## config.mk

```make
export PLATFORM = sky130hd
export DESIGN_NAME = datamem_ctrl_flat
export DESIGN_NICKNAME = d
export VERILOG_FILES = /design/src/rtl/datamem_pkg.sv /design/src/rtl/datamem_ctrl_if.sv /design/src/rtl/datamem_rr_arb.sv /design/src/rtl/datamem_ctrl.sv /design/src/flat_wrapper.sv
export SDC_FILE = /design/constraint.sdc
export NUM_CORES = 1
export LEC_CHECK = 0
export BUFFER_PORTS_ARGS = -buffer_cell sky130_fd_sc_hd__buf_2
export CAP_MARGIN = 20
export CORE_MARGIN = 1
export CORE_UTILIZATION = 47
export CTS_CLUSTER_DIAMETER = 120
export DETAILED_ROUTE_END_ITERATION = 8
export PLACE_DENSITY = 0.78
export SLEW_MARGIN = 20
export SYNTH_ARGS = -nofsm -noshare
export SYNTH_HDL_FRONTEND = slang
export SYNTH_SLANG_ARGS = --single-unit
```

## constraint.sdc

```tcl
create_clock -name clk -period 4.5 [get_ports clk]
set_input_delay 0.9 -clock clk [delete_from_list [all_inputs] [get_ports clk]]
set_output_delay 0.9 -clock clk [all_outputs]
set_load 0.01 [all_outputs]
```

## src/rtl/datamem_pkg.sv

```systemverilog
// Shared definitions for the data-memory controller: access-size encoding,
// FSM state type and the address-check / lane-merge / read-extract helpers.
package datamem_pkg;

  // Access size encoding as seen on size0/size1.
  localparam logic [1:0] SZ_BYTE = 2'b00;
  localparam logic [1:0] SZ_HALF = 2'b01;
  localparam logic [1:0] SZ_WORD = 2'b10;
  localparam logic [1:0] SZ_ILL  = 2'b11;

  typedef enum logic [1:0] {
    ST_IDLE     = 2'd0,
    ST_ACCESS   = 2'd1,
    ST_MERGE_WR = 2'd2,
    ST_DONE     = 2'd3
  } state_t;

  // Number of bytes touched by an access; the illegal code maps to zero.
  function automatic logic [2:0] size_bytes(input logic [1:0] size);
    logic [2:0] n;
    case (size)
      SZ_BYTE: n = 3'd1;
      SZ_HALF: n = 3'd2;
      SZ_WORD: n = 3'd4;
      default: n = 3'd0;
    endcase
    return n;
  endfunction

  // True when the access is misaligned, uses the illegal size code or runs
  // past the end of memory. 33-bit sum so addresses near 2^32 cannot wrap.
  function automatic logic is_illegal(input logic [1:0]  size,
                                      input logic [31:0] addr,
                                      input logic [32:0] mem_limit);
    logic [32:0] end_addr;
    logic        bad;
    end_addr = {1'b0, addr} + {30'd0, size_bytes(size)};
    case (size)
      SZ_BYTE: bad = 1'b0;
      SZ_HALF: bad = addr[0];
      SZ_WORD: bad = (addr[1:0] != 2'b00);
      default: bad = 1'b1;
    endcase
    return bad || (end_addr > mem_limit);
  endfunction

  // Replace only the addressed byte lane(s) of 'old' with right-aligned wdata.
  function automatic logic [31:0] merge_lanes(input logic [31:0] old,
                                              input logic [31:0] wdata,
                                              input logic [1:0]  size,
                                              input logic [1:0]  off);
    logic [31:0] mask;
    logic [31:0] data;
    case (size)
      SZ_BYTE: mask = 32'h0000_00FF;
      SZ_HALF: mask = 32'h0000_FFFF;
      default: mask = 32'hFFFF_FFFF;
    endcase
    mask = mask << {off, 3'b000};
    data = wdata << {off, 3'b000};
    return (old & ~mask) | (data & mask);
  endfunction

  // Shift the addressed lane(s) down to bit 0 and zero-extend.
  function automatic logic [31:0] extract_read(input logic [31:0] word,
                                               input logic [1:0]  size,
                                               input logic [1:0]  off);
    logic [31:0] sh;
    logic [31:0] res;
    sh = word >> {off, 3'b000};
    case (size)
      SZ_BYTE: res = {24'd0, sh[7:0]};
      SZ_HALF: res = {16'd0, sh[15:0]};
      default: res = sh;
    endcase
    return res;
  endfunction

endpackage

```

## src/rtl/datamem_ctrl_if.sv

```systemverilog
// Bus bundle between the two requesters, the controller and the data memory.
interface datamem_ctrl_if;
  logic        req0;
  logic        req1;
  logic        we0;
  logic        we1;
  logic [1:0]  size0;
  logic [1:0]  size1;
  logic [31:0] addr0;
  logic [31:0] addr1;
  logic [31:0] wdata0;
  logic [31:0] wdata1;
  logic        ack0;
  logic        ack1;
  logic        err0;
  logic        err1;
  logic [31:0] rdata0;
  logic [31:0] rdata1;
  logic        memWrite;
  logic [31:0] memAddr;
  logic [31:0] memWData;
  logic [31:0] memRData;

  // Controller side.
  modport slave (
    input  req0, req1, we0, we1, size0, size1, addr0, addr1, wdata0, wdata1,
    output ack0, ack1, err0, err1, rdata0, rdata1,
    output memWrite, memAddr, memWData,
    input  memRData
  );

  // Requesters plus memory side (the environment around the controller).
  modport master (
    output req0, req1, we0, we1, size0, size1, addr0, addr1, wdata0, wdata1,
    input  ack0, ack1, err0, err1, rdata0, rdata1,
    input  memWrite, memAddr, memWData,
    output memRData
  );
endinterface

```

## src/rtl/datamem_rr_arb.sv

```systemverilog
// Two-port round-robin arbiter. Priority starts at port 0 and moves to the
// port that was not granted after every grant; a lone request wins at once.
module datamem_rr_arb (
  input  logic       clk,
  input  logic       rst_n,
  input  logic [1:0] req,
  input  logic       grant_en,
  output logic       gnt_valid,
  output logic       gnt_idx
);

  logic prio_r;  // 0: port 0 preferred, 1: port 1 preferred

  // Pick the winner from the current requests and the priority pointer.
  always_comb begin
    gnt_valid = |req;
    case (req)
      2'b01:   gnt_idx = 1'b0;
      2'b10:   gnt_idx = 1'b1;
      2'b11:   gnt_idx = prio_r;
      default: gnt_idx = 1'b0;
    endcase
  end

  // Hand priority to the other port whenever a grant is actually taken.
  always_ff @(posedge clk or negedge rst_n) begin
    if (!rst_n) begin
      prio_r <= 1'b0;
    end else if (grant_en && gnt_valid) begin
      prio_r <= ~gnt_idx;
    end else begin
      prio_r <= prio_r;
    end
  end

endmodule

```

## src/rtl/datamem_ctrl.sv

```systemverilog
// Two-port data-memory controller: arbitrates CPU and debug-loader requests,
// rejects illegal accesses, performs word accesses directly and sub-word
// writes as read-merge-write against a word-wide memory.
module datamem_ctrl
  import datamem_pkg::*;
#(
  parameter int unsigned MEM_BYTES = 128
) (
  input  logic          clk,
  input  logic          rst_n,
  datamem_ctrl_if.slave bus
);

  localparam logic [32:0] MEM_LIMIT = 33'(MEM_BYTES);

  state_t      state_r;
  state_t      state_n;

  logic        gnt_valid_s;
  logic        gnt_idx_s;
  logic        grant_en_s;

  logic        sel_we_s;
  logic [1:0]  sel_size_s;
  logic [31:0] sel_addr_s;
  logic [31:0] sel_wdata_s;
  logic        sel_illegal_s;

  logic        lat_port_r;
  logic        lat_we_r;
  logic [1:0]  lat_size_r;
  logic [31:0] lat_addr_r;
  logic [31:0] lat_wdata_r;
  logic [31:0] cap_r;

  logic        port_n_s;
  logic        err_n_s;
  logic [31:0] rd_s;

  logic        mem_write_s;
  logic [31:0] mem_addr_s;
  logic [31:0] mem_wdata_s;

  logic        ack0_r;
  logic        ack1_r;
  logic        err0_r;
  logic        err1_r;
  logic [31:0] rdata0_r;
  logic [31:0] rdata1_r;

  assign grant_en_s = (state_r == ST_IDLE);

  datamem_rr_arb u_arb (
    .clk       (clk),
    .rst_n     (rst_n),
    .req       ({bus.req1, bus.req0}),
    .grant_en  (grant_en_s),
    .gnt_valid (gnt_valid_s),
    .gnt_idx   (gnt_idx_s)
  );

  // Route the winning port's qualifiers and classify the request.
  always_comb begin
    sel_we_s      = gnt_idx_s ? bus.we1    : bus.we0;
    sel_size_s    = gnt_idx_s ? bus.size1  : bus.size0;
    sel_addr_s    = gnt_idx_s ? bus.addr1  : bus.addr0;
    sel_wdata_s   = gnt_idx_s ? bus.wdata1 : bus.wdata0;
    sel_illegal_s = is_illegal(sel_size_s, sel_addr_s, MEM_LIMIT);
  end

  // FSM state register.
  always_ff @(posedge clk or negedge rst_n) begin
    if (!rst_n) begin
      state_r <= ST_IDLE;
    end else begin
      state_r <= state_n;
    end
  end

  // FSM next-state logic.
  always_comb begin
    state_n = state_r;
    case (state_r)
      ST_IDLE: begin
        if (gnt_valid_s) begin
          state_n = sel_illegal_s ? ST_DONE : ST_ACCESS;
        end else begin
          state_n = ST_IDLE;
        end
      end
      ST_ACCESS: begin
        if (lat_we_r && (lat_size_r != SZ_WORD)) begin
          state_n = ST_MERGE_WR;
        end else begin
          state_n = ST_DONE;
        end
      end
      ST_MERGE_WR: state_n = ST_DONE;
      ST_DONE:     state_n = ST_IDLE;
      default:     state_n = ST_IDLE;
    endcase
  end

  // Latch the granted request; later input changes are ignored until IDLE.
  always_ff @(posedge clk or negedge rst_n) begin
    if (!rst_n) begin
      lat_port_r  <= 1'b0;
      lat_we_r    <= 1'b0;
      lat_size_r  <= 2'b00;
      lat_addr_r  <= 32'd0;
      lat_wdata_r <= 32'd0;
    end else if (grant_en_s && gnt_valid_s) begin
      lat_port_r  <= gnt_idx_s;
      lat_we_r    <= sel_we_s;
      lat_size_r  <= sel_size_s;
      lat_addr_r  <= sel_addr_s;
      lat_wdata_r <= sel_wdata_s;
    end else begin
      lat_port_r  <= lat_port_r;
      lat_we_r    <= lat_we_r;
      lat_size_r  <= lat_size_r;
      lat_addr_r  <= lat_addr_r;
      lat_wdata_r <= lat_wdata_r;
    end
  end

  // Capture the memory word read during ACCESS for the merge step.
  always_ff @(posedge clk or negedge rst_n) begin
    if (!rst_n) begin
      cap_r <= 32'd0;
    end else if (state_r == ST_ACCESS) begin
      cap_r <= bus.memRData;
    end else begin
      cap_r <= cap_r;
    end
  end

  // Values the completion registers take on the next edge. Only an illegal
  // request goes straight from IDLE to DONE, which is what flags the error.
  always_comb begin
    port_n_s = (state_r == ST_IDLE) ? gnt_idx_s : lat_port_r;
    err_n_s  = (state_r == ST_IDLE) && (state_n == ST_DONE);
    rd_s     = extract_read(bus.memRData, lat_size_r, lat_addr_r[1:0]);
  end

  // Registered completion outputs: ack/err/rdata are high only in DONE.
  always_ff @(posedge clk or negedge rst_n) begin
    if (!rst_n) begin
      ack0_r   <= 1'b0;
      ack1_r   <= 1'b0;
      err0_r   <= 1'b0;
      err1_r   <= 1'b0;
      rdata0_r <= 32'd0;
      rdata1_r <= 32'd0;
    end else begin
      ack0_r   <= (state_n == ST_DONE) && !port_n_s;
      ack1_r   <= (state_n == ST_DONE) &&  port_n_s;
      err0_r   <= err_n_s && !port_n_s;
      err1_r   <= err_n_s &&  port_n_s;
      rdata0_r <= ((state_r == ST_ACCESS) && !lat_we_r && !lat_port_r) ? rd_s : 32'd0;
      rdata1_r <= ((state_r == ST_ACCESS) && !lat_we_r &&  lat_port_r) ? rd_s : 32'd0;
    end
  end

  // Memory strobes decoded from state and latched request only, so an
  // asynchronous reset drops memWrite immediately.
  always_comb begin
    mem_write_s = 1'b0;
    mem_addr_s  = 32'd0;
    mem_wdata_s = 32'd0;
    case (state_r)
      ST_ACCESS: begin
        mem_addr_s = {lat_addr_r[31:2], 2'b00};
        if (lat_we_r && (lat_size_r == SZ_WORD)) begin
          mem_write_s = 1'b1;
          mem_wdata_s = lat_wdata_r;
        end else begin
          mem_write_s = 1'b0;
          mem_wdata_s = 32'd0;
        end
      end
      ST_MERGE_WR: begin
        mem_addr_s  = {lat_addr_r[31:2], 2'b00};
        mem_write_s = 1'b1;
        mem_wdata_s = merge_lanes(cap_r, lat_wdata_r, lat_size_r, lat_addr_r[1:0]);
      end
      default: begin
        mem_write_s = 1'b0;
        mem_addr_s  = 32'd0;
        mem_wdata_s = 32'd0;
      end
    endcase
  end

  assign bus.ack0     = ack0_r;
  assign bus.ack1     = ack1_r;
  assign bus.err0     = err0_r;
  assign bus.err1     = err1_r;
  assign bus.rdata0   = rdata0_r;
  assign bus.rdata1   = rdata1_r;
  assign bus.memWrite = mem_write_s;
  assign bus.memAddr  = mem_addr_s;
  assign bus.memWData = mem_wdata_s;

endmodule
```

## src/flat_wrapper.sv

```systemverilog
// flat-port wrapper written by rule: the top's interface ports become plain ports
module datamem_ctrl_flat import datamem_pkg::*;
#(
  parameter int unsigned MEM_BYTES = 128
)
  (clk, rst_n, bus_req0, bus_req1, bus_we0, bus_we1, bus_size0, bus_size1, bus_addr0, bus_addr1, bus_wdata0, bus_wdata1, bus_ack0, bus_ack1, bus_err0, bus_err1, bus_rdata0, bus_rdata1, bus_memWrite, bus_memAddr, bus_memWData, bus_memRData);
  datamem_ctrl_if bus_i ();
  input  logic clk;
  input  logic rst_n;
  input wire logic [$bits(bus_i.req0)-1:0] bus_req0;
  input wire logic [$bits(bus_i.req1)-1:0] bus_req1;
  input wire logic [$bits(bus_i.we0)-1:0] bus_we0;
  input wire logic [$bits(bus_i.we1)-1:0] bus_we1;
  input wire logic [$bits(bus_i.size0)-1:0] bus_size0;
  input wire logic [$bits(bus_i.size1)-1:0] bus_size1;
  input wire logic [$bits(bus_i.addr0)-1:0] bus_addr0;
  input wire logic [$bits(bus_i.addr1)-1:0] bus_addr1;
  input wire logic [$bits(bus_i.wdata0)-1:0] bus_wdata0;
  input wire logic [$bits(bus_i.wdata1)-1:0] bus_wdata1;
  output wire logic [$bits(bus_i.ack0)-1:0] bus_ack0;
  output wire logic [$bits(bus_i.ack1)-1:0] bus_ack1;
  output wire logic [$bits(bus_i.err0)-1:0] bus_err0;
  output wire logic [$bits(bus_i.err1)-1:0] bus_err1;
  output wire logic [$bits(bus_i.rdata0)-1:0] bus_rdata0;
  output wire logic [$bits(bus_i.rdata1)-1:0] bus_rdata1;
  output wire logic [$bits(bus_i.memWrite)-1:0] bus_memWrite;
  output wire logic [$bits(bus_i.memAddr)-1:0] bus_memAddr;
  output wire logic [$bits(bus_i.memWData)-1:0] bus_memWData;
  input wire logic [$bits(bus_i.memRData)-1:0] bus_memRData;
  assign bus_i.req0 = bus_req0;
  assign bus_i.req1 = bus_req1;
  assign bus_i.we0 = bus_we0;
  assign bus_i.we1 = bus_we1;
  assign bus_i.size0 = bus_size0;
  assign bus_i.size1 = bus_size1;
  assign bus_i.addr0 = bus_addr0;
  assign bus_i.addr1 = bus_addr1;
  assign bus_i.wdata0 = bus_wdata0;
  assign bus_i.wdata1 = bus_wdata1;
  assign bus_ack0 = bus_i.ack0;
  assign bus_ack1 = bus_i.ack1;
  assign bus_err0 = bus_i.err0;
  assign bus_err1 = bus_i.err1;
  assign bus_rdata0 = bus_i.rdata0;
  assign bus_rdata1 = bus_i.rdata1;
  assign bus_memWrite = bus_i.memWrite;
  assign bus_memAddr = bus_i.memAddr;
  assign bus_memWData = bus_i.memWData;
  assign bus_i.memRData = bus_memRData;
  datamem_ctrl #(.MEM_BYTES(MEM_BYTES)) u_core (.clk(clk), .rst_n(rst_n), .bus(bus_i));
endmodule
```

* Yosys cells after proc, flatten, opt, wreduce, memory -nomap -nowiden
Cells that the tools add are included.
** Word-level totals
- Flip-flop bits (word level) :: 171
- Latch bits :: 0
- Bits in writable memories :: 0
- ROM bits :: 0
- Input bits :: 170
- Output and inout bits :: 133
- Memories :: 0
** Cells by class
- Add/sub/neg operators :: 1
- Multiply operators :: 0
- Div/mod/pow operators :: 0
- Magnitude comparators :: 1
- Equality and inequality tests :: 11
- Shift operators :: 3
- Mux-type cells :: 22
- Bitwise operators :: 5
- Reduce and logical (&&, ||, !) cells :: 21
** Operators by type and width (count)
- $mux W32 :: 7
- $pmux W32 S2 :: 3
- $and A32 B32 Y32 :: 2
- $shl A32 B5 Y32 :: 2
- $add A32 B3 Y33 :: 1
- $gt A33 B8 Y1 const B :: 1
- $not A32 Y32 :: 1
- $or A32 B32 Y32 :: 1
- $shr A32 B5 Y32 :: 1
- $eq A2 B2 Y1 const B :: 7
- $logic_and A1 B1 Y1 :: 11
- $pmux W3 S3 :: 1
- $pmux W2 S4 :: 1
- $eq A2 B1 Y1 const B :: 3
- $logic_not A2 Y1 :: 3
- $mux W2 :: 3
- $mux W1 :: 4
- $pmux W1 S2 :: 2
- $reduce_or A2 Y1 :: 2
- $logic_not A1 Y1 :: 3
- $pmux W1 S3 :: 1
- $ne A2 B2 Y1 const B :: 1
- $reduce_bool A2 Y1 :: 1
- $logic_or A1 B1 Y1 :: 1
- $not A1 Y1 :: 1

* Logic depth before layout (Yosys ltp)
Gate-level depths: netlist of the first run.
- Depth in word-level cells :: 14
- Gate-level depth with buffers :: 18
- Depth with buffers taken out :: 14

* By module
From an unflattened synthesis of the first run, not the netlist that was laid out.
** Second synthesis, totals
- Cells, all modules :: 1004
- Area, all modules :: 9466.6 um2
** Modules (own cells, without submodules)
- datamem_ctrl :: instances 1, cells each 998, area each 9412.8 um2
- datamem_rr_arb :: instances 1, cells each 6, area each 53.8 um2

* Worst setup path before layout of the first run
No wires, ideal clock.
- Path type :: input to register
- From :: input bus_req0
- To :: register u_core.err0_r, in the netlist u_core.bus.err0
- Data arrival time :: 4.601 ns
- Path slack :: -0.235 ns
- Cell stages on the path :: 18
- Path through :: nand2b_1 > buf_2 > nand2_1 > buf_2 > buf_1 > buf_1 > nand2_1 > nand2_1 > ha_1 > a21oi_1 > and4b_1 > clkbuf_1 > o211ai_1 > xnor2_1 > o2111ai_1 > nor4b_1 > nor4b_4 > nor3_1
** RTL lines
- start, declared :: RTL line flat_wrapper.sv:10 : input wire logic [$bits(bus_i.req0)-1:0] bus_req0;
- $eq A2 B2 Y1 :: RTL line datamem_rr_arb.sv:17 : case (req)
- $pmux W1 S2 * :: RTL line datamem_rr_arb.sv:17
- $mux W32 * :: RTL line datamem_ctrl.sv:66 : sel_addr_s = gnt_idx_s ? bus.addr1 : bus.addr0;
- named net u_core.sel_addr_s[2] :: RTL line datamem_ctrl.sv:25 : logic [31:0] sel_addr_s;
- $add A32 B3 Y33 * :: RTL line datamem_pkg.sv:37 : end_addr = {1'b0, addr} + {30'd0, size_bytes(size)};
- $gt A33 B8 Y1 * :: RTL line datamem_pkg.sv:44 : return bad || (end_addr > mem_limit);
- $logic_or A1 B1 Y1 * :: RTL line datamem_pkg.sv:44
- $mux W2 * :: RTL line datamem_ctrl.sv:86 : state_n = sel_illegal_s ? ST_DONE : ST_ACCESS;
- $mux W2 * :: RTL line datamem_ctrl.sv:85 : if (gnt_valid_s) begin
- $pmux W2 S4 * :: RTL line datamem_ctrl.sv:83 : case (state_r)
- $eq A2 B2 Y1 * :: RTL line datamem_ctrl.sv:142 : err_n_s = (state_r == ST_IDLE) && (state_n == ST_DONE);
- $logic_and A1 B1 Y1 * :: RTL line datamem_ctrl.sv:142
- $logic_and A1 B1 Y1 * :: RTL line datamem_ctrl.sv:158 : err0_r <= err_n_s && !port_n_s;
- end signal, assigned :: RTL line datamem_ctrl.sv:158
- end, declared :: RTL line datamem_ctrl.sv:46 : logic err0_r;
Mark *: on every way through the listed nets, which the timed path passes. The rest lies on a longest branch.
A chain may end at the register's enable or synchronous reset.

* Worst setup path in the final report of the first run
- From :: input bus_req0
- To :: register u_core.ack0_r, in the netlist u_core.bus.ack0
** On the way
- Longest elaborated chain between the ends :: 13
** Ends and longest elaborated chain
- $eq A2 B2 Y1 :: RTL line datamem_rr_arb.sv:17
- $pmux W1 S2 :: RTL line datamem_rr_arb.sv:17
- $mux W2 :: RTL line datamem_ctrl.sv:65 : sel_size_s = gnt_idx_s ? bus.size1 : bus.size0;
- $eq A2 B2 Y1 (tied with other cells) :: RTL line datamem_pkg.sv:21, datamem_pkg.sv:38
- $pmux W3 S3 :: RTL line datamem_pkg.sv:21 : case (size)
- $add A32 B3 Y33 :: RTL line datamem_pkg.sv:37
- $gt A33 B8 Y1 :: RTL line datamem_pkg.sv:44
- $logic_or A1 B1 Y1 :: RTL line datamem_pkg.sv:44
- $mux W2 :: RTL line datamem_ctrl.sv:86
- $mux W2 :: RTL line datamem_ctrl.sv:85
- $pmux W2 S4 :: RTL line datamem_ctrl.sv:83
- $eq A2 B2 Y1 :: RTL line datamem_ctrl.sv:156 : ack0_r <= (state_n == ST_DONE) && !port_n_s;
- $logic_and A1 B1 Y1 * :: RTL line datamem_ctrl.sv:156
- end signal, assigned :: RTL line datamem_ctrl.sv:156
- end, declared :: RTL line datamem_ctrl.sv:44 : logic ack0_r;
Mark *: on every way between the ends. The rest lies on a longest branch, timed or not.

==> results of run 1 <==
final cells by class:
cell class / count / area share
Sequential cell: 171 / 0.351
Clock inverter: 15 / 0.0175
Timing Repair Buffer: 323 / 0.139
Multi-Input combinational cell: 773 / 0.425
Clock buffer: 17 / 0.0349
Tap cell: 270 / 0.0277
Inverter: 16 / 0.00492
cells by family after synthesis:
logic type | Yosys count
and+or+nand+nor | 371
AOI/OAI and AO/OA | 227
DFF | 171
muxes | 152
buffers and inverters | 88
xor gates and xnor gates | 13
adders and majority gates | 8
other | 1
report_power, final:
part	leakage, nW	total (W)	internal, W	switching, W
combinational	3.54	0.00351	0.00155	0.00196
clock	0.304	0.00153	0.000769	0.000758
sequential	2.19	0.00261	0.00207	0.000544
total	6.03	0.00765	0.00439	0.00326
synth_stat cells (all sizes together) (2+ instances only):
library cell and n:
nand4 2, a211oi 2, nand2b 4, and4b 2, nor4 5, or4 2
a31oi 5, o22ai 11, inv 15, nor3 21, o211ai 22, o21a 2
a32o 2, nor2b 25, ha 7, and4 2, nor4b 3, o2111ai 2
o21ai 101, a311oi 2, o21ba 2, a22oi 19, buf 24, o221ai 10
xnor2 7, nor3b 4, a21oi 17, dfrtp 171, and2 49, nor2 80
or3 6, nand3 9, mux4 8, clkbuf 48, a21o 2, or2 2
mux2i 88, and3 10, mux2 56, a21boi 14, xor2 6, nand2 141
o31ai 2
per-layer routing:
metal  track usage  share of wire  vias to the layer above
li1              -              -                     4190
met1         0.387           0.43                     4319
met2         0.450           0.47                      475
met3        0.0459          0.072                       57
met4         0.109          0.030                        0
met5             0              0                        -
cells in the final DEF (no fill, tap or decap), types with 3 or more instances in the layout:
master,instances
buf_2,299
dfrtp_1,170
nand2_1,140
o21ai_0,98
mux2i_1,88
nor2_1,79
mux2_2,55
and2_1,49
nor2b_1,25
o211ai_1,22
buf_4,22
nor3_1,20
a22oi_1,19
clkbuf_16,17
a21oi_1,16
inv_1,14
a21boi_0,14
o22ai_1,11
and3_1,10
o221ai_1,10
nand3_1,9
clkinv_8,9
mux4_2,8
xnor2_1,7
ha_1,7
or3_1,6
xor2_1,6
nor4_1,5
a31oi_1,5
nand2b_1,4
nor3b_1,4
inv_6,3
state kept, by name, indices dropped and copies added, names as in the netlist, 2 cells and up:
register	cells
u_core.bus.rdata0	32
u_core.bus.rdata1	32
u_core.cap_r	32
u_core.lat_addr_r	32
u_core.lat_wdata_r	32
u_core.lat_size_r	2
u_core.state_r	2
final timing paths:
check	from	endpoint	slack [ps]	depth (start not counted)
hold / removal	rst_n	u_core.bus.rdata0[3]	480	1
setup reg to reg	u_core.u_arb.prio_r	u_core.bus.ack0	500	14
setup / recovery	bus_req0	u_core.bus.ack0	270	15
hold reg to reg	u_core.lat_addr_r[24]	u_core.lat_addr_r[24]	480	2
min in group clk	u_core.lat_addr_r[24]	u_core.lat_addr_r[24]	480	2
max in group asynchronous	rst_n	u_core.bus.rdata0[15]	3090	2
metrics by stage:
stage	worst slack [ps]	TNS, ps	hold slack (ps)	power [W]
detailed placement	-2.82	-4.62	462	0.00608
global placement	121	0	454	0.00602
finish	272	0	479	0.00765
global route	46.7	0	496	0.00814
CTS	346	0	480	0.00764
floorplan	46.7	0	442	0.00485
==> results.ini, run 1 <==
[status]
status=finished clean

[final_layout]
area_delta_synth_final_pct=24.7
stdcell_count=1585
nFillCells=1733
postLayoutCoreUtil=0.601
drive_gt1_frac=0.329
final_area_mm2=0.0122
nNetsFinal=1480
seqCellArea_mm2=0.00428
multi_input_area_mm2=0.00518
diodes=0

[logic_synthesis]
syn_inst=1031
synth_top_family_by_area=simple AND/OR/NAND/NOR gates
synth_fa_ha_area_frac=0.0110
synthTopCellsByArea=dfrtp_1 44%, mux2i_1 9.0%, mux2_2 6.3%, nand2_1 5.4%, o21ai_0 5.1%
ys_seq_area_frac=0.438
yosys.area.top_type=dfrtp_1
ys.flop_type=dfrtp_1
syn_area_mm2=0.00978
synth.distinct_cells=69
ys_warn_count=0
avgSynthCellArea_um2=9.48
yosys.area_share.simple=0.182
ys_seq_elements=171
muxShareOfSynthArea=0.173
synth_top_area_frac=0.438
synth-xor-area-share=0.0116
synth_edf_count=0
synthArstFlopShare=1.00
synth_compound_area_frac=0.149

[floorplanning]
ioPinCount=303
die_h_um=146
core-area_mm2=0.0203
dieArea_mm2=0.0214
num_rows=52
start_util=0.482
dieWidth_um=146

[critical_path]
startpoint_type=input port
arrival_ps=4530
required_ps=4800
worstSetupEndpointType=register
cp_cell_sequence=buf_2 -> nor2b_1 -> nor2_4 -> mux2i_1 -> and2_1 -> ha_1 -> fa_1 -> a21oi_1 -> and4b_1 -> o211ai_1 -> xnor2_1 -> o2111ai_1 -> nor4b_1 -> nor4b_4 -> nor3b_1
critical_path_buf_inv_count=1
critPathMaxFanout=8
critPathTopFamily=simple AND/OR/NAND/NOR gates
critPathKind=in -> reg
worst_path_largest_cell_delay_ps=520
slowest_stage=nor4b_1

[timing]
post-route-min-period_ps=4230
rsz0062_at_grt=no
setup_viol=0
slew_headroom=0.342
finalHoldViolCount=0
final-max-slew-violation-count=0
tightestPinTransition_ps=987
fin_worst_skew_ps=18.2
clock.fmax_mhz=236
fin_crit_sh=0.940

[route]
drtPass1Iterations=5
postRouteWirelength_um=30000
routedWlPerCell_um=18.9
drc_errors=0
vias=9041
postRouteAntennaNets=0
vias_per_cell=5.70
drt_iter0_markers=664

[cts]
cts_root_buffer=clkbuf_16
clkTransAtPathRegs_ps=70
cts_made_buffers=17
h-tree-depth=4
post_cts_resized=0
cts_tree=done
clock_latency_ps=440
cts_hold_buf=0
clock_path_buffers=2
cts_setup_buffers=0
cts.sinks=171

[grt]
grtUsageTotal=0.282
grt_max_degree=99
grt-ovfl-total=0
grt_pass1_wl_um=46600
antenna_found_initial=0
grt_pass1_vias=8589

[placed_design]
io_buffers=300
postPlaceCellArea_mm2=0.0116
place_hpwl_um=22700
routabilityCongestion=0.918
dp_cells=1553

[pwr]
p_leak_nw=6.03
power.density_mw_per_mm2=627
ir_drop_uv=382

[run]
cap_viol_max_count=0

[hold_path]
min_path_type=in -> async

No activity file was read; power rests on OpenSTA's default activity.
==> run 2: changes to the inputs <==
--- a/config.mk
+++ b/config.mk
@@ -8,10 +8,10 @@
 export BUFFER_PORTS_ARGS = -buffer_cell sky130_fd_sc_hd__buf_2
 export CAP_MARGIN = 20
 export CORE_MARGIN = 1
-export CORE_UTILIZATION = 47
+export CORE_UTILIZATION = 50
 export CTS_CLUSTER_DIAMETER = 120
 export DETAILED_ROUTE_END_ITERATION = 8
-export PLACE_DENSITY = 0.78
+export PLACE_DENSITY = 0.79
 export SLEW_MARGIN = 20
 export SYNTH_ARGS = -nofsm -noshare
 export SYNTH_HDL_FRONTEND = slang
==> constraint.sdc (replaced) <==
create_clock -name clk -period 4.9 [get_ports clk]
set_input_delay 0.245 -clock clk [delete_from_list [all_inputs] [get_ports clk]]
set_output_delay 0.245 -clock clk [all_outputs]
set_load 0.01 [all_outputs]
==> results.ini, run 2 (synthesis results as in run 1) <==
[final_layout]
nNetsFinal=1469  ; -0.74%
final_cell_mix=299 x buf_2, 170 x dfrtp_1, 140 x nand2_1
final_area_mm2=0.0121  ; -0.72%
diodes=0  ; unchanged
final_common_cell=buf_2
drive_gt1_frac=0.323  ; -0.00566
area_delta_synth_final_pct=23.8

[timing]
slew_headroom=0.307  ; -0.0352
rsz0062_at_grt=no
final-max-slew-violation-count=0  ; unchanged
hold_ws_ps=62.5  ; -416 ps
fin_setup_tns_ps=0  ; unchanged
setup_viol=0  ; unchanged
fin_crit_sh=0.894
post-route-min-period_ps=4380
fin_worst_skew_ps=18.4  ; +0.167 ps
clock.fmax_mhz=228
tightestPinTransition_ps=1040  ; +52.9 ps
finalHoldViolCount=0  ; unchanged

[floorplanning]
dieWidth_um=142  ; -3.0%
start_util=0.516  ; +0.0341
core-area_mm2=0.0190  ; -6.6%
ioPinCount=303  ; unchanged
dieArea_mm2=0.0201  ; -5.9%
die_h_um=142  ; -3.0%
num_rows=50  ; -3.8%

[critical_path]
cp_common_cell=nor2b_1
critPathMaxFanout=8  ; unchanged
worst_path_largest_cell_delay_ps=500  ; -20 ps
arrival_ps=4680  ; +150 ps
slowest_stage=mux2i_1
required_ps=5200  ; +400 ps
r2r_slack_ps=520  ; +20 ps
startpoint=u_core.u_arb.prio_r
startpoint_type=register
cp_cell_sequence=nor2b_1 -> nor2_4 -> mux2i_1 -> nor2b_1 -> fa_1 -> a21oi_1 -> and4b_1 -> o211ai_1 -> mux2_1 -> o2111ai_1 -> nor4b_1 -> nor4b_4 -> nor3_1
crit_end=u_core.bus.err1
timing.rr.start=u_core.u_arb.prio_r
rr_worst_depth=13  ; -1
r2r-end=u_core.bus.err1
worstSetupEndpointType=register
critPathKind=reg -> reg

[route]
drc_errors=0  ; unchanged
routedWlPerCell_um=19.1  ; +0.86%
vias=8868  ; -1.9%
postRouteWirelength_um=29800  ; -0.48%
postRouteAntennaNets=0  ; unchanged
drt_iter0_markers=665  ; +0.15%
drtPass1Iterations=5  ; unchanged
vias_per_cell=5.67  ; -0.60%

[run]
cap_viol_max_count=0  ; unchanged

[status]
status=finished clean

[cts]
clkTransAtPathRegs_ps=80  ; about the same
post_cts_resized=0  ; unchanged
cts.sinks=171  ; unchanged
clock_latency_ps=440  ; about the same
cts_tree=done
cts_root_buffer=clkbuf_16
h-tree-depth=4  ; unchanged
cts_made_buffers=17  ; unchanged
clock_path_buffers=2  ; unchanged

[pwr]
ir_drop_uv=405  ; +6.0%
power_w=0.00707  ; -7.6%
p_leak_nw=5.98  ; -0.80%
power.density_mw_per_mm2=584  ; -6.9%

[placed_design]
postPlaceCellArea_mm2=0.0115  ; -0.89%
routabilityCongestion=0.948  ; +3.3%
io_buffers=300  ; unchanged
place_hpwl_um=22100  ; -2.5%

[grt]
grt-ovfl-total=0  ; unchanged
grtUsageTotal=0.297  ; +0.0150
grt_pass1_vias=8418  ; -2.0%
grt_max_degree=132  ; +33%
grt_pass1_wl_um=45500  ; -2.5%
antenna_found_initial=0  ; unchanged

[hold_path]
min_path_type=in -> reg

-- run 2: layout make-up --
cell class                      instances  area, um2
Multi-Input combinational cell        773       5190
Sequential cell                       171       4280
Timing Repair Buffer                  312       1620
Clock inverter                         15        213
Tap cell                              260        325
Clock buffer                           17        425
Inverter                               16       60.1
Fill cell                            1588       6850
-- run 2: critical path, delay by kind of cell (launching register included) --
kind	cells	cell delay [ps]
AO/OA/AOI/OAI	3	800
adder cells (fa/ha/maj)	1	470
flip-flops	1	400
multiplexers	2	680
AND/OR/NAND/NOR	7	1890
-- run 2: timing repair --
item | CTS | global route
hold endpoints to repair | 80 | 0
hold buffers | 1 | 0
setup buffers | 0 | 0
endpoints found under the setup margin | 0 | 0
-- run 2: metrics by stage --
stage	util	std cells	setup WS, ps
floorplan	-	1032	594
global placement	0.604	1531	736
detailed placement	0.604	1531	593
CTS	0.638	1564	637
global route	0.639	1564	323
finish	0.639	1564	517
-- run 2: how the worst min path moves through the flow --
stage | startpoint | slack, ps | depth (start not counted) | endpoint
after global placement | rst_n | 310 | 1 | u_core.bus.rdata1[15]
after CTS | bus_memRData[11] | 50 | 2 | u_core.cap_r[11]
after global routing | bus_memRData[11] | 60 | 2 | u_core.cap_r[11]
final | bus_memRData[11] | 60 | 2 | u_core.cap_r[11]
after detailed placement | rst_n | 310 | 1 | u_core.bus.rdata0[11]
after floorplan | rst_n | -50 | 0 | u_core.bus.ack0
-- run 2: power by group --
group	leakage [nW]	total, W	internal, W	switching, W
clock network	0.310	0.00146	0.000726	0.000738
registers	2.19	0.00237	0.00190	0.000467
logic	3.48	0.00324	0.00139	0.00184
total	5.98	0.00707	0.00402	0.00305
-- run 2: layer usage --
layer | global-route usage | wire [um] | share of wire
met5 | 0 | 0 | 0
met4 | 0.115 | 803 | 0.027
met3 | 0.0513 | 2270 | 0.076
met2 | 0.467 | 13700 | 0.46
met1 | 0.410 | 13000 | 0.44
==> run 3: changes to the inputs <==
--- a/config.mk
+++ b/config.mk
@@ -7,7 +7,7 @@
 export LEC_CHECK = 0
 export BUFFER_PORTS_ARGS = -buffer_cell sky130_fd_sc_hd__buf_2
 export CAP_MARGIN = 20
-export CORE_MARGIN = 1
+export CORE_MARGIN = 2
 export CORE_UTILIZATION = 50
 export CTS_CLUSTER_DIAMETER = 120
 export DETAILED_ROUTE_END_ITERATION = 8
==> results.ini, run 3 (synthesis results as in run 1) <==
[status]
status=finished clean

[grt]
grt_use_met3=0.0490  ; -0.00232
grt-busiest-layer=met2
antenna_found_initial=0  ; unchanged
grt-ovfl-total=0  ; unchanged
met2_usage=0.448  ; -0.0193
use_met1=0.409  ; -0.00193
grt_max_degree=76  ; -42%
grt_pass1_vias=8236  ; -2.2%
grt_pass1_wl_um=45300  ; -0.40%
grtUsageTotal=0.288  ; -0.00959

[cts]
clock_latency_ps=440  ; about the same
clock_path_buffers=2  ; unchanged
cts_hold_buf=1  ; unchanged
cts_root_buffer=clkbuf_16
cts_made_buffers=17  ; unchanged
cts.sinks=171  ; unchanged
post_cts_resized=0  ; unchanged
cts_setup_buffers=0  ; unchanged
clkTransAtPathRegs_ps=90  ; about the same
h-tree-depth=4  ; unchanged
cts_tree=done

[placed_design]
postPlaceCellArea_mm2=0.0114  ; about the same
io_buffers=300  ; unchanged
routabilityCongestion=0.967  ; +2.0%
place_hpwl_um=22600  ; +2.1%

[final_layout]
final_cell_mix=299 x buf_2, 170 x dfrtp_1, 140 x nand2_1
nNetsFinal=1469  ; unchanged
nFillCells=1637  ; +3.1%
area_delta_synth_final_pct=23.7  ; about the same
final_common_cell=buf_2
drive_gt1_frac=0.323  ; unchanged
final_area_mm2=0.0121  ; about the same
diodes=0  ; unchanged

[critical_path]
critPathKind=reg -> reg
crit_cells=14  ; +1
worst_path_largest_cell_delay_ps=480  ; -20 ps
arrival_ps=4700  ; +20 ps
critPathTopFamily=simple AND/OR/NAND/NOR gates
cp_cell_sequence=nand2b_1 -> nand2_2 -> mux2i_1 -> inv_1 -> ha_1 -> fa_1 -> a21oi_1 -> and4b_1 -> o21ai_1 -> o21a_1 -> o22a_1 -> nor4b_1 -> nor4b_4 -> nor3_1
slowest_stage=a21oi_1
startpoint_type=register
worstSetupEndpointType=register
rr_worst_depth=14  ; +1
critical_path_buf_inv_count=1  ; +1
r2r_slack_ps=510  ; about the same
critPathMaxFanout=8  ; unchanged
required_ps=5210  ; about the same

[route]
vias_per_cell=5.65  ; -0.39%
drtPass1Iterations=6  ; +1
routedWlPerCell_um=19.0  ; -0.52%
postRouteAntennaNets=0  ; unchanged
vias=8862  ; -0.068%
postRouteWirelength_um=29800  ; -0.20%
drt_iter0_markers=809  ; +22%
drc_errors=0  ; unchanged

[pwr]
ir_drop_uv=325  ; -20%
p_seq_frac=0.339  ; +0.004
netSwitchingFraction=0.429  ; -0.00211
power.density_mw_per_mm2=579  ; -0.78%
clockPowerShare=0.205  ; -0.002
p_int_w=0.00400  ; -0.47%
p_switching_w=0.00301  ; -1.3%
combPwrFrac=0.456  ; -0.002
p_leak_nw=5.98  ; -0.13%

[timing]
fin_worst_skew_ps=15.8  ; -2.60 ps
fin_crit_sh=0.896  ; +0.00158
final-max-slew-violation-count=0  ; unchanged
fin_setup_tns_ps=0  ; unchanged
clock.fmax_mhz=228  ; -0.18%
post-route-min-period_ps=4390  ; +7.73 ps
setup_viol=0  ; unchanged
hold_ws_ps=47.0  ; -15.4 ps
tightestPinTransition_ps=1070  ; +33.8 ps
finalHoldViolCount=0  ; unchanged
rsz0062_at_grt=no
slew_headroom=0.278  ; -0.0280

[floorplanning]
num_rows=51  ; +2.0%
die_h_um=144  ; +1.4%
ioPinCount=303  ; unchanged
start_util=0.506  ; -0.0101
dieArea_mm2=0.0207  ; +2.8%
core-area_mm2=0.0193  ; +2.0%
dieWidth_um=144  ; +1.4%

[run]
cap_viol_max_count=0  ; unchanged

[hold_path]
min_path_type=in -> reg
hold_depth=2  ; unchanged

-- run 3: cell count changes in the layout (fill, tap and decap cells not counted) --
cell / before / now
inv_8: 4 / 2
inv_12: 6 / 4
buf_4: 9 / 11
inv_6: 2 / 3
buf_12: 1 / 0
buf_6: 2 / 1
clkinv_8: 2 / 5
-- run 3: worst paths after layout --
kind	startpoint	to
max	u_core.u_arb.prio_r	u_core.bus.err0
min	bus_memRData[12]	u_core.cap_r[12]
max reg2reg	u_core.u_arb.prio_r	u_core.bus.err0
min reg2reg	u_core.lat_addr_r[30]	u_core.lat_addr_r[30]
max in group asynchronous	rst_n	u_core.lat_addr_r[0]
min in group asynchronous	rst_n	u_core.bus.rdata1[9]
-- run 3: power by group through the flow --
stage | Combinational, W | Sequential [W] | Clock, W
2_1_floorplan | 0.00227 | 0.00219 | 0
3_3_place_gp | 0.00312 | 0.00236 | 0
3_5_place_dp | 0.00317 | 0.00237 | 0
4_1_cts | 0.00319 | 0.00235 | 0.00146
5_1_grt | 0.00352 | 0.00242 | 0.00152
6_report | 0.00319 | 0.00238 | 0.00144
-- run 3: final cells by class --
class | instances | area, um2 | area share
clock buffer | 17 | 425 | 0.0352
tap | 265 | 332 | 0.0274
clock inverter | 15 | 215 | 0.0178
inverter | 16 | 60.1 | 0.00496
timing repair buffer | 312 | 1600 | 0.132
multi-input combinational | 773 | 5190 | 0.429
sequential | 171 | 4280 | 0.354
-- run 3: metal layers --
metal | vias to the layer above | part of all wire
li1 | 4174 | -
met1 | 4161 | 0.43
met2 | 474 | 0.46
met3 | 53 | 0.083
met4 | 0 | 0.027
met5 | - | 0
-- run 3: per-stage QoR --
| stage | setup slack (ps) | power (W) | util | cells |
|---|---|---|---|---|
| after floorplan | 594 | 0.00446 | - | 1032 |
| after CTS | 591 | 0.00700 | 0.626 | 1569 |
| after detailed placement | 626 | 0.00554 | 0.592 | 1536 |
| final | 509 | 0.00701 | 0.626 | 1569 |
| after global routing | 187 | 0.00745 | 0.626 | 1569 |
| after global placement | 721 | 0.00548 | 0.592 | 1536 |
